==> src/rtl/stream_24_pkg.sv <==
`default_nettype none
// ============================================================================
// Module   : stream_24_pkg
// Purpose  : Shared constants, state encodings and trailer helper for the
//            24-bit stream framer.
// Contents : DATA_W / LEN_W widths, trailer field positions, write-side and
//            output-side state enums, make_trailer() helper.
// Revision : 1.0 - initial release
// ============================================================================
package stream_24_pkg;

  localparam int DATA_W = 24;
  localparam int LEN_W  = 16;

  // One status word per packet: {truncated, length}
  localparam int STAT_W = LEN_W + 1;

  // Trailer beat layout: {trunc, 7'b0, len[15:0]}
  localparam int TRL_TRUNC_BIT = 23;
  localparam int TRL_LEN_MSB   = 15;
  localparam int TRL_LEN_LSB   = 0;

  typedef enum logic [0:0] {
    WR_ACCEPT = 1'b0,
    WR_DROP   = 1'b1
  } wr_state_t;

  typedef enum logic [0:0] {
    OUT_DATA  = 1'b0,
    OUT_TRAIL = 1'b1
  } out_state_t;

  function automatic logic [DATA_W-1:0] make_trailer(input logic [STAT_W-1:0] stat);
    logic [DATA_W-1:0] t;
    t = '0;
    t[TRL_TRUNC_BIT]           = stat[STAT_W-1];
    t[TRL_LEN_MSB:TRL_LEN_LSB] = stat[LEN_W-1:0];
    return t;
  endfunction

endpackage
`default_nettype wire

==> src/rtl/stream_24_framer_if.sv <==
`default_nettype none
// ============================================================================
// Module   : stream_24_framer_if
// Purpose  : Output stream bundle of the 24-bit framer.
// Signals  : m_data (24) word, m_valid, m_ready, m_last.
// Modports : master (framer side), slave (downstream consumer).
// Revision : 1.0 - initial release
// ============================================================================
interface stream_24_framer_if;
  import stream_24_pkg::*;

  logic [DATA_W-1:0] m_data;
  logic              m_valid;
  logic              m_ready;
  logic              m_last;

  modport master (output m_data, output m_valid, output m_last, input m_ready);
  modport slave  (input m_data, input m_valid, input m_last, output m_ready);

endinterface
`default_nettype wire

==> src/rtl/stream_24_fifo.sv <==
`default_nettype none
// ============================================================================
// Module   : stream_24_fifo
// Purpose  : Register-array FIFO with first-word-fall-through read and a
//            port that forces the MSB of the most recently written entry.
// Ports    : clk, reset (sync, active high), wr_en/wr_data, mark_last,
//            rd_en/rd_data (FWFT head), empty, full.
// Revision : 1.0 - initial release
// ============================================================================
module stream_24_fifo #(
  parameter int WIDTH = 25,
  parameter int DEPTH = 16
) (
  input  logic             clk,
  input  logic             reset,
  input  logic             wr_en,
  input  logic [WIDTH-1:0] wr_data,
  input  logic             mark_last,
  input  logic             rd_en,
  output logic [WIDTH-1:0] rd_data,
  output logic             empty,
  output logic             full
);

  localparam int AW = $clog2(DEPTH);

  logic [WIDTH-1:0] mem [DEPTH];
  // Extra MSB distinguishes full from empty when the index bits match
  logic [AW:0]      wr_ptr;
  logic [AW:0]      rd_ptr;
  logic             do_wr;
  logic             do_rd;
  logic [AW-1:0]    newest;

  assign empty  = (wr_ptr == rd_ptr);
  assign full   = (wr_ptr[AW] != rd_ptr[AW]) && (wr_ptr[AW-1:0] == rd_ptr[AW-1:0]);
  assign do_wr  = wr_en & ~full;
  assign do_rd  = rd_en & ~empty;
  assign newest = wr_ptr[AW-1:0] - AW'(1);

  assign rd_data = mem[rd_ptr[AW-1:0]];

  always_ff @(posedge clk) begin
    if (reset) begin
      wr_ptr <= '0;
      rd_ptr <= '0;
    end else begin
      if (do_wr) wr_ptr <= wr_ptr + (AW+1)'(1);
      if (do_rd) rd_ptr <= rd_ptr + (AW+1)'(1);
    end
  end

  // Writing and marking never coincide: marking only happens on a dropped word
  always_ff @(posedge clk) begin
    if (do_wr) begin
      mem[wr_ptr[AW-1:0]] <= wr_data;
    end else if (mark_last && !empty) begin
      mem[newest][WIDTH-1] <= 1'b1;
    end
  end

endmodule
`default_nettype wire

==> src/rtl/stream_24_framer.sv <==
`default_nettype none
// ============================================================================
// Module   : stream_24_framer
// Purpose  : Packet framer behind a 32->24 gearbox. Buffers words in a FWFT
//            FIFO, truncates or discards packets on overflow (no upstream
//            backpressure) and flags drops in ovf_sticky.
// Ports    : clk_out, reset (sync, active high), data_in[23:0], data_in_last,
//            data_in_en, ovf_clr, ovf_sticky, m_if (master: m_data, m_valid,
//            m_ready, m_last).
// Config   : STREAM24_TRAILER_EN - append a {trunc,7'b0,len} trailer beat
//            after every packet, using a second (status) FIFO.
// Revision : 1.0 - initial release
// ============================================================================
module stream_24_framer
  import stream_24_pkg::*;
#(
  parameter int FIFO_DEPTH = 16
) (
  input  logic              clk_out,
  input  logic              reset,
  input  logic [DATA_W-1:0] data_in,
  input  logic              data_in_last,
  input  logic              data_in_en,
  input  logic              ovf_clr,
  output logic              ovf_sticky,
  stream_24_framer_if.master m_if
);

  wr_state_t         wr_state, wr_state_nxt;
  logic [LEN_W-1:0]  len_cnt, len_nxt, len_inc;
  logic              full;
  logic              drop;
  logic              dfifo_wr, dfifo_mark, dfifo_rd, dfifo_empty, dfifo_full;
  logic [DATA_W:0]   dfifo_rdata;
  logic [DATA_W-1:0] m_data;
  logic              m_valid, m_last, m_ready;

  assign m_ready        = m_if.m_ready;
  assign m_if.m_data    = m_data;
  assign m_if.m_valid   = m_valid;
  assign m_if.m_last    = m_last;

  assign len_inc = (len_cnt == '1) ? len_cnt : len_cnt + LEN_W'(1);

  stream_24_fifo #(.WIDTH(DATA_W + 1), .DEPTH(FIFO_DEPTH)) u_data_fifo (
    .clk       (clk_out),
    .reset     (reset),
    .wr_en     (dfifo_wr),
    .wr_data   ({data_in_last, data_in}),
    .mark_last (dfifo_mark),
    .rd_en     (dfifo_rd),
    .rd_data   (dfifo_rdata),
    .empty     (dfifo_empty),
    .full      (dfifo_full)
  );

  // ---------------- write side ----------------
  always_ff @(posedge clk_out) begin
    if (reset) begin
      wr_state   <= WR_ACCEPT;
      len_cnt    <= '0;
      ovf_sticky <= 1'b0;
    end else begin
      wr_state <= wr_state_nxt;
      len_cnt  <= len_nxt;
      if (drop)         ovf_sticky <= 1'b1;
      else if (ovf_clr) ovf_sticky <= 1'b0;
    end
  end

  always_comb begin
    wr_state_nxt = wr_state;
    len_nxt      = len_cnt;
    dfifo_wr     = 1'b0;
    dfifo_mark   = 1'b0;
    drop         = 1'b0;
    if (data_in_en) begin
      case (wr_state)
        WR_ACCEPT: begin
          if (!full) begin
            dfifo_wr = 1'b1;
            len_nxt  = data_in_last ? '0 : len_inc;
          end else begin
            // A partly stored packet is closed at its newest word; an
            // unstarted one vanishes completely.
            drop       = 1'b1;
            dfifo_mark = (len_cnt != '0);
            len_nxt    = '0;
            if (!data_in_last) wr_state_nxt = WR_DROP;
          end
        end
        WR_DROP: begin
          drop = 1'b1;
          if (data_in_last) wr_state_nxt = WR_ACCEPT;
        end
        default: wr_state_nxt = WR_ACCEPT;
      endcase
    end
  end

`ifdef STREAM24_TRAILER_EN
  // ---------------- status FIFO + trailer output ----------------
  out_state_t        out_state, out_state_nxt;
  logic              sfifo_wr, sfifo_rd, sfifo_empty, sfifo_full;
  logic [STAT_W-1:0] sfifo_wdata, sfifo_rdata;

  // The status FIFO only fills with closed packets, so it can never be full
  // while a packet is open; blocking on it only rejects a packet's first word.
  assign full        = dfifo_full | sfifo_full;
  assign sfifo_wr    = (dfifo_wr & data_in_last) | dfifo_mark;
  assign sfifo_wdata = dfifo_mark ? {1'b1, len_cnt} : {1'b0, len_inc};

  stream_24_fifo #(.WIDTH(STAT_W), .DEPTH(FIFO_DEPTH)) u_stat_fifo (
    .clk       (clk_out),
    .reset     (reset),
    .wr_en     (sfifo_wr),
    .wr_data   (sfifo_wdata),
    .mark_last (1'b0),
    .rd_en     (sfifo_rd),
    .rd_data   (sfifo_rdata),
    .empty     (sfifo_empty),
    .full      (sfifo_full)
  );

  always_ff @(posedge clk_out) begin
    if (reset) out_state <= OUT_DATA;
    else       out_state <= out_state_nxt;
  end

  always_comb begin
    out_state_nxt = out_state;
    dfifo_rd      = 1'b0;
    sfifo_rd      = 1'b0;
    m_valid       = 1'b0;
    m_data        = '0;
    m_last        = 1'b0;
    case (out_state)
      OUT_DATA: begin
        if (!dfifo_empty) begin
          m_valid = 1'b1;
          m_data  = dfifo_rdata[DATA_W-1:0];
          if (m_ready) begin
            dfifo_rd = 1'b1;
            if (dfifo_rdata[DATA_W]) out_state_nxt = OUT_TRAIL;
          end
        end
      end
      OUT_TRAIL: begin
        if (!sfifo_empty) begin
          m_valid = 1'b1;
          m_data  = make_trailer(sfifo_rdata);
          m_last  = 1'b1;
          if (m_ready) begin
            sfifo_rd      = 1'b1;
            out_state_nxt = OUT_DATA;
          end
        end
      end
      default: out_state_nxt = OUT_DATA;
    endcase
  end
`else
  // ---------------- plain data output ----------------
  assign full = dfifo_full;

  always_comb begin
    m_valid  = !dfifo_empty;
    m_data   = m_valid ? dfifo_rdata[DATA_W-1:0] : '0;
    m_last   = m_valid & dfifo_rdata[DATA_W];
    dfifo_rd = m_valid & m_ready;
  end
`endif

endmodule
`default_nettype wire

==> src/flat_wrapper.sv <==
// flat-port wrapper written by rule: the top's interface ports become plain ports
module stream_24_framer_flat import stream_24_pkg::*;
#(
  parameter int FIFO_DEPTH = 16
)
  (clk_out, reset, data_in, data_in_last, data_in_en, ovf_clr, ovf_sticky, m_if_m_data, m_if_m_valid, m_if_m_last, m_if_m_ready);
  stream_24_framer_if m_if_i ();
  input  logic clk_out;
  input  logic reset;
  input  logic [DATA_W-1:0] data_in;
  input  logic data_in_last;
  input  logic data_in_en;
  input  logic ovf_clr;
  output logic ovf_sticky;
  output wire logic [$bits(m_if_i.m_data)-1:0] m_if_m_data;
  output wire logic [$bits(m_if_i.m_valid)-1:0] m_if_m_valid;
  output wire logic [$bits(m_if_i.m_last)-1:0] m_if_m_last;
  input wire logic [$bits(m_if_i.m_ready)-1:0] m_if_m_ready;
  assign m_if_m_data = m_if_i.m_data;
  assign m_if_m_valid = m_if_i.m_valid;
  assign m_if_m_last = m_if_i.m_last;
  assign m_if_i.m_ready = m_if_m_ready;
  stream_24_framer #(.FIFO_DEPTH(FIFO_DEPTH)) u_core (.clk_out(clk_out), .reset(reset), .data_in(data_in), .data_in_last(data_in_last), .data_in_en(data_in_en), .ovf_clr(ovf_clr), .ovf_sticky(ovf_sticky), .m_if(m_if_i));
endmodule
==> config.mk <==
export PLATFORM = sky130hd
export DESIGN_NAME = stream_24_framer_flat
export DESIGN_NICKNAME = d
export VERILOG_FILES = /design/src/rtl/stream_24_pkg.sv /design/src/rtl/stream_24_framer_if.sv /design/src/rtl/stream_24_fifo.sv /design/src/rtl/stream_24_framer.sv /design/src/flat_wrapper.sv
export SDC_FILE = /design/constraint.sdc
export NUM_CORES = 1
export LEC_CHECK = 0
export ABC_AREA = 1
export CORE_ASPECT_RATIO = 2
export CORE_MARGIN = 2
export CORE_UTILIZATION = 50
export CTS_BUF_LIST = sky130_fd_sc_hd__clkbuf_8
export DETAILED_ROUTE_END_ITERATION = 10
export PLACE_DENSITY = 0.65
export SLEW_MARGIN = 20
export SYNTH_ARGS = -nofsm -noshare
export SYNTH_HDL_FRONTEND = slang
export SYNTH_SLANG_ARGS = --single-unit
==> constraint.sdc <==
create_clock -name clk_out -period 5.63 [get_ports clk_out]
set_input_delay 1.4075 -clock clk_out [delete_from_list [all_inputs] [get_ports clk_out]]
set_output_delay 1.4075 -clock clk_out [all_outputs]
set_load 0.01 [all_outputs]
==> qor.log, run 1 <==
[status] status finished clean
[place] routability-driven placement congestion ratio 0.979
[floorplan] area of the die 0.0390 mm²
[place] placed standard-cell area 0.0198 mm²
[timing] setup skew after layout 0.0343 ns
[clock_tree] post-CTS setup buffer count 0
[logic_synthesis] area fraction in compound gates after synthesis 0.129
[worst_setup_path] required time of the worst setup path 4.22 ns
[global_routing] number of global-route vias before repair 12.5k
[clock_tree] number of cells upsized or downsized after cts 0
[cells_and_area] share of layout cells above drive strength 1 0.0991
[floorplan] initial core utilization 0.505
[worst_setup_path] Setup crit end kind output pin
[route] total routed wirelength 45600 µm
[logic_synthesis] share of cell area taken by muxes after synthesis 0.00857
[run] max-capacitance violation count 0
[place] placed wire-length estimate after detailed placement 26700 µm
[timing] actual transition at the worst max-transition pin 1.06 ns
[clock_tree] number of buffers inserted during clock tree synthesis 56
[global_routing] antenna violations before repair 1
[timing] minimum clock period 5.01 ns
[floorplan] overall die height 277 µm
[logic_synthesis] cell count after synthesis 1671
[logic_synthesis] count of state elements after synthesis 432
[timing] setup repair after global routing missed its margin no
[logic_synthesis] fraction of the mapped netlist area in adder cells 0.00335
[floorplan] count of standard-cell rows 100
[route] post-detailed-route wirelength per cell 20.5 µm
[timing] maximum achievable frequency 0.200 GHz
[floorplan] core area 0.0370 mm²
[logic_synthesis] xor and xnor fraction of the mapped netlist area 0.00228
[global_routing] global-route wire length before repair 69600 µm
[logic_synthesis] area fraction in and, or, nand and nor cells after synthesis 0.106
[power_and_ir_drop] Clock Power Share 0.335
[clock_tree] H-tree lvl count 2
[worst_setup_path] category of the most critical setup path flop to output pin
[logic_synthesis] dominant combinational cell family by area after synthesis compound AO/OA/AOI/OAI gates
[power_and_ir_drop] net switching power figure 1740 µW
[logic_synthesis] number of warnings reported in the yosys synthesis log 0
[clock_tree] number of hold buffers added after CTS 0
[global_routing] global-route total usage across every layer 0.233
[cells_and_area] Final #Nets 1756
[floorplan] x dimension of the die 141 µm
[floorplan] # IOs 57
[global_routing] total overflow reported by the global router 0
[logic_synthesis] post-synthesis cell area 0.0187 mm²
[worst_setup_path] critical path launch point type flop
[power_and_ir_drop] Cell Int Power 4990 µW
[clock_tree] cell chosen for the clock root sky130_fd_sc_hd__clkbuf_8
[timing] number of endpoints failing setup at the final stage 0
[logic_synthesis] mean post-synth cell area 11.2 µm²
[cells_and_area] most used cells in the layout excluding fill and tap cells sky130_fd_sc_hd__edfxtp_1, sky130_fd_sc_hd__inv_1, sky130_fd_sc_hd__nand2_1
[timing] max-slew violation count 0
[timing] worst hold margin 0.474 ns
[place] buffers added on ports 56
[power_and_ir_drop] Pwr per Cell Area 322 mW/mm²
[route] drt first-iter violations 858
[logic_synthesis] number of flops mapped to enable cells by yosys 400
[cells_and_area] post-route design area 0.0209 mm²
[power_and_ir_drop] Peak supply drop 0.000189 V
[logic_synthesis] Unique masters post-synth 38
[logic_synthesis] register area share after synthesis 0.677
[global_routing] maximum number of pins on one net before global-route repair 99
[route] DRC violation count after routing 0
[clock_tree] CTS clock-pin slew for the worst setup and hold paths 0.06 ns
[route] number of vias per cell 5.64
[worst_setup_path] maximum fanout count along the critical path 86
[route] first-pass iteration count of the detailed router 5
[cells_and_area] most common library cell in the layout ignoring fill and taps sky130_fd_sc_hd__edfxtp_1
[route] post-route antenna net violation count 0
[power_and_ir_drop] proportion of power drawn by flip-flops and latches 0.539
[logic_synthesis] primary flip-flop cell chosen by synthesis mapping sky130_fd_sc_hd__edfxtp_1
[clock_tree] Skew-Pair Late Insertion Delay 0.63 ns
[power_and_ir_drop] Comb pwr share 0.126
[route] via total after detailed routing 12.6k
[logic_synthesis] synthesized net count 1706
[clock_tree] clock sinks 432
[worst_setup_path] arrival time worst endpoint 3.60 ns
[cells_and_area] area growth from synthesis to layout 11.9%
[clock_tree] CTS Buffer Depth 3
[power_and_ir_drop] Leak 0.00752 µW
[timing] final hold vios 0
[timing] tightest slew margin relative to the limit 0.290
[clock_tree] clock tree from TritonCTS built
[logic_synthesis] Post-synth ARST share 0
[power_and_ir_drop] Switching Fraction 0.259
[timing] setup tns final 0 ns
[hold_path] kind of path behind the tightest hold check flop to flop
[timing] final worst-path cycle share 0.889
-- critical path, stage by stage, from the launching register on --
cell                              delay, ns
sky130_fd_sc_hd__dfxtp_4               0.97
sky130_fd_sc_hd__buf_4                 0.44
sky130_fd_sc_hd__buf_4                 0.30
sky130_fd_sc_hd__o21ai_0               0.11
sky130_fd_sc_hd__a21oi_1               0.13
sky130_fd_sc_hd__o21ai_0               0.11
sky130_fd_sc_hd__a211oi_1              0.31
sky130_fd_sc_hd__clkdlybuf4s50_1       0.60
-- metal layers --
metal | routed length, µm | share of wire | vias up | GRT usage
met2 | 24400 | 0.53 | 424 | 0.424
met4 | 1890 | 0.042 | 0 | 0.102
met3 | 2350 | 0.052 | 127 | 0.0300
met1 | 17000 | 0.37 | 6089 | 0.273
met5 | 0 | 0 | - | 0
li1 | - | - | 5920 | -
-- state kept, by name (all words and copies together), names as in the netlist, named ones only --
| register | flops |
|---|---|
| u_core.len_cnt | 16 |
| u_core.ovf_sticky | 1 |
| u_core.u_data_fifo.mem | 400 |
| u_core.u_data_fifo.rd_ptr | 5 |
| u_core.u_data_fifo.wr_ptr | 5 |
| u_core.wr_state | 1 |
-- final timing paths --
kind / startpoint / to / slack [ns] / cells after the start
min reg2reg: u_core.ovf_sticky$_SDFFE_PP0P_ / u_core.ovf_sticky$_SDFFE_PP0P_ / 0.47 / 2
max: flop / m_if_m_data[14] / 0.62 / 7
max reg2reg: u_core.u_data_fifo.wr_ptr[3]$_SDFFE_PP0P_ / u_core.u_data_fifo.mem[8][13]$_DFFE_PP_ / 2.47 / 12
min: u_core.ovf_sticky$_SDFFE_PP0P_ / u_core.ovf_sticky$_SDFFE_PP0P_ / 0.47 / 2
-- through the flow --
step	total power [µW]	setup slack [ns]	std cells	util
floorplan	4210	1.28	1671	-
detailed placement	4540	1.23	2122	0.535
global placement	4530	1.24	2122	0.535
global route	6990	0.472	2226	0.565
CTS	6790	0.603	2225	0.564
finish	6730	0.623	2226	0.565
-- Yosys cell counts, drive strengths merged (2+ instances only) --
library cell  number  area [µm²]
edfxtp           400       12000
inv              259         972
nand2            197         805
a21oi            167         847
o21ai            164         821
nand3            107         573
nor2             101         448
o211ai            66         495
clkbuf            49         184
buf               43         220
dfxtp             32         641
a211oi            25         188
mux2i             16         160
nor3              15        86.3
o22ai              9        56.3
nand4              8        50.1
ha                 5        62.6
xnor2              2        25.0
xor2               2        17.5
-- final cells by class --
class | instances | area, µm²
clock buffer | 59 | 812
antenna | 1 | 2.50
multi-input combinational | 887 | 4780
clock inverter | 44 | 277
fill | 3129 | 16100
timing repair buffer | 84 | 821
tap | 459 | 574
sequential | 432 | 12700
inverter | 260 | 976
-- power groups by stage --
stage | clock, µW | sequential, µW | combinational (µW)
6_report | 2260 | 3630 | 848
3_3_place_gp | 0 | 3690 | 834
5_1_grt | 2420 | 3630 | 935
4_1_cts | 2310 | 3630 | 851
2_1_floorplan | 0 | 3630 | 582
3_5_place_dp | 0 | 3700 | 847
-- logic make-up after synthesis --
kind of cell / Yosys count
XOR/XNOR: 4
multiplexers: 16
AO/OA/AOI/OAI: 432
AND/OR/NAND/NOR: 430
adder cells (fa/ha/maj): 5
buffers and inverters: 352
flip-flops: 432
No activity file was read; power rests on OpenSTA's default activity.
==> run 2, diff against run 1 <==
Settings changed: CELL_PAD_IN_SITES_DETAIL_PLACEMENT from default to 1, CELL_PAD_IN_SITES_GLOBAL_PLACEMENT from default to 1, CTS_BUF_LIST sky130_fd_sc_hd__clkbuf_8 to sky130_fd_sc_hd__clkbuf_16, PLACE_DENSITY 0.65 to 0.78.
==> qor.log, run 2 (synthesis gave the netlist of run 1 again) <==
[route] first-pass iteration count of the detailed router 6
[clock_tree] CTS clock-pin slew for the worst setup and hold paths 0.06 ns
[worst_setup_path] maximum fanout count along the critical path 80
[timing] number of endpoints failing setup at the final stage 0
[cells_and_area] share of layout cells above drive strength 1 0.0920
[cells_and_area] max FFs per register 400
[global_routing] total overflow reported by the global router 0
[timing] tightest slew margin relative to the limit 0.285
[cells_and_area] most common library cell in the layout ignoring fill and taps sky130_fd_sc_hd__edfxtp_1
[floorplan] core area 0.0370 mm²
[timing] setup repair after global routing missed its margin no
[clock_tree] CTS Buffer Depth 3
[worst_setup_path] CP max-delay cell sky130_fd_sc_hd__dfxtp_4
[floorplan] x dimension of the die 141 µm
[worst_setup_path] required time of the worst setup path 4.22 ns
[status] status finished clean
[route] via total after detailed routing 13.1k
[route] post-route antenna net violation count 0
[clock_tree] clock tree from TritonCTS built
[power_and_ir_drop] Pwr per Cell Area 335 mW/mm²
[cells_and_area] register name with the most flops u_core.u_data_fifo.mem
[cells_and_area] most used cells in the layout excluding fill and tap cells sky130_fd_sc_hd__edfxtp_1, sky130_fd_sc_hd__inv_1, sky130_fd_sc_hd__nand2_1
[worst_setup_path] critical path launch point type flop
[worst_setup_path] family with the most delay on the worst path buffers and inverters
[run] max-capacitance violation count 0
[worst_setup_path] cell-by-cell listing of the critical path buf_4, o21ai_0, a21oi_1, o21ai_0, a211oi_1, clkdlybuf4s50_1
[global_routing] number of global-route vias before repair 14.2k
[clock_tree] number of cells upsized or downsized after cts 0
[clock_tree] number of buffers inserted during clock tree synthesis 38
[worst_setup_path] delay contributed by the slowest stage of the critical path 0.95 ns
[worst_setup_path] Setup crit end kind output pin
[floorplan] count of standard-cell rows 100
[cells_and_area] area growth from synthesis to layout 12.8%
[route] number of vias per cell 5.97
[clock_tree] number of hold buffers added after CTS 0
[place] buffers added on ports 56
[place] routability-driven placement congestion ratio 0.912
[timing] minimum clock period 4.99 ns
[clock_tree] Skew-Pair Late Insertion Delay 0.55 ns
[timing] setup tns final 0 ns
[timing] final hold vios 0
[global_routing] global-route total usage across every layer 0.278
[worst_setup_path] most numerous cell on the critical path sky130_fd_sc_hd__o21ai_0
[cells_and_area] Final #Nets 1749
[clock_tree] H-tree lvl count 2
[floorplan] overall die height 277 µm
[cells_and_area] Final Core Density 0.569
[timing] setup skew after layout 0.0273 ns
[timing] actual transition at the worst max-transition pin 1.07 ns
[place] placed wire-length estimate after detailed placement 32800 µm
[timing] maximum achievable frequency 0.201 GHz
[route] DRC violation count after routing 0
[timing] final worst-path cycle share 0.886
[timing] max-slew violation count 0
[worst_setup_path] category of the most critical setup path flop to output pin
[worst_setup_path] arrival time worst endpoint 3.58 ns
[global_routing] global-route wire length before repair 82200 µm
[power_and_ir_drop] Peak supply drop 0.000230 V
[floorplan] # IOs 57
[floorplan] area of the die 0.0390 mm²
[cells_and_area] n_diodes 0
[worst_setup_path] Worst Path Buf+Inv 2
[route] drt first-iter violations 1005
[clock_tree] clock sinks 432
[global_routing] antenna violations before repair 0
[clock_tree] post-CTS setup buffer count 0
[clock_tree] cell chosen for the clock root sky130_fd_sc_hd__clkbuf_16
[hold_path] kind of path behind the tightest hold check flop to flop
[power_and_ir_drop] Leak 0.00755 µW
[route] post-detailed-route wirelength per cell 24.7 µm
[global_routing] maximum number of pins on one net before global-route repair 103
[cells_and_area] largest registers u_core.u_data_fifo.mem: 400 flops, u_core.len_cnt: 16 flops
[route] total routed wirelength 54400 µm
[floorplan] initial core utilization 0.505
==> run 2: worst paths after layout <==
kind                                                           startpoint  slack, ns  depth (start not counted)                                      end
worst max-delay path                                                 flop       0.64                          6                          m_if_m_data[16]
worst min-delay path                       u_core.ovf_sticky$_SDFFE_PP0P_       0.49                          2           u_core.ovf_sticky$_SDFFE_PP0P_
worst max register to register  u_core.u_data_fifo.wr_ptr[0]$_SDFFE_PP0P_       2.53                         13  u_core.u_data_fifo.mem[6][15]$_DFFE_PP_
worst min register to register             u_core.ovf_sticky$_SDFFE_PP0P_       0.49                          2           u_core.ovf_sticky$_SDFFE_PP0P_
==> run 2: report_power, final <==
group	internal, µW	switching [µW]	leakage (µW)
Clock	1350	1160	0.000571
Combinational	332	606	0.00311
Sequential	3550	57.6	0.00387
Total	5230	1820	0.00755
==> run 2: routing by layer <==
metal  track usage  vias to the layer above  wire, µm
li1              -                     5899         -
met4         0.147                        0      3030
met1         0.308                     6632     19600
met5             0                        -         0
met3        0.0344                      185      2250
met2         0.514                      422     29500
==> run 2: worst register-to-register path: stages (launching register included) <==
cell	delay [ns]
sky130_fd_sc_hd__dfxtp_1	0.43
sky130_fd_sc_hd__inv_2	0.13
sky130_fd_sc_hd__nand2_1	0.08
sky130_fd_sc_hd__nand2_1	0.06
sky130_fd_sc_hd__nor2_2	0.20
sky130_fd_sc_hd__nand2_4	0.11
sky130_fd_sc_hd__nor2_8	0.25
sky130_fd_sc_hd__nand2_2	0.15
sky130_fd_sc_hd__nand2_2	0.11
sky130_fd_sc_hd__nand2_4	0.10
sky130_fd_sc_hd__nor2_4	0.16
sky130_fd_sc_hd__nand3_1	0.18
sky130_fd_sc_hd__nor2_4	0.61
sky130_fd_sc_hd__buf_12	0.24
==> run 2: layout make-up <==
class,count,area [µm²]
fill,3896,16000
sequential,432,12700
multi-input combinational,887,4780
clock buffer,39,976
inverter,260,976
timing repair buffer,95,936
tap,459,574
clock inverter,27,174
==> run 2: through the flow <==
stage | total power [µW] | worst slack (ns) | instance area [µm²] | hold slack [ns] | cells
5_1_grt | 7250 | 0.527 | 21100 | 0.519 | 2199
3_3_place_gp | 4540 | 1.22 | 19900 | 0.452 | 2132
4_1_cts | 7070 | 0.444 | 21000 | 0.495 | 2198
6_report | 7050 | 0.643 | 21100 | 0.490 | 2199
2_1_floorplan | 4210 | 1.28 | 18700 | 0.482 | 1671
3_5_place_dp | 4600 | 1.01 | 19900 | 0.482 | 2132
==> run 3, diff against run 2 <==
Settings changed: ABC_CLOCK_PERIOD_IN_PS from default to 5630.
==> results of run 3 <==
The final DEF is identical to that of run 2; final timing and power are the same.
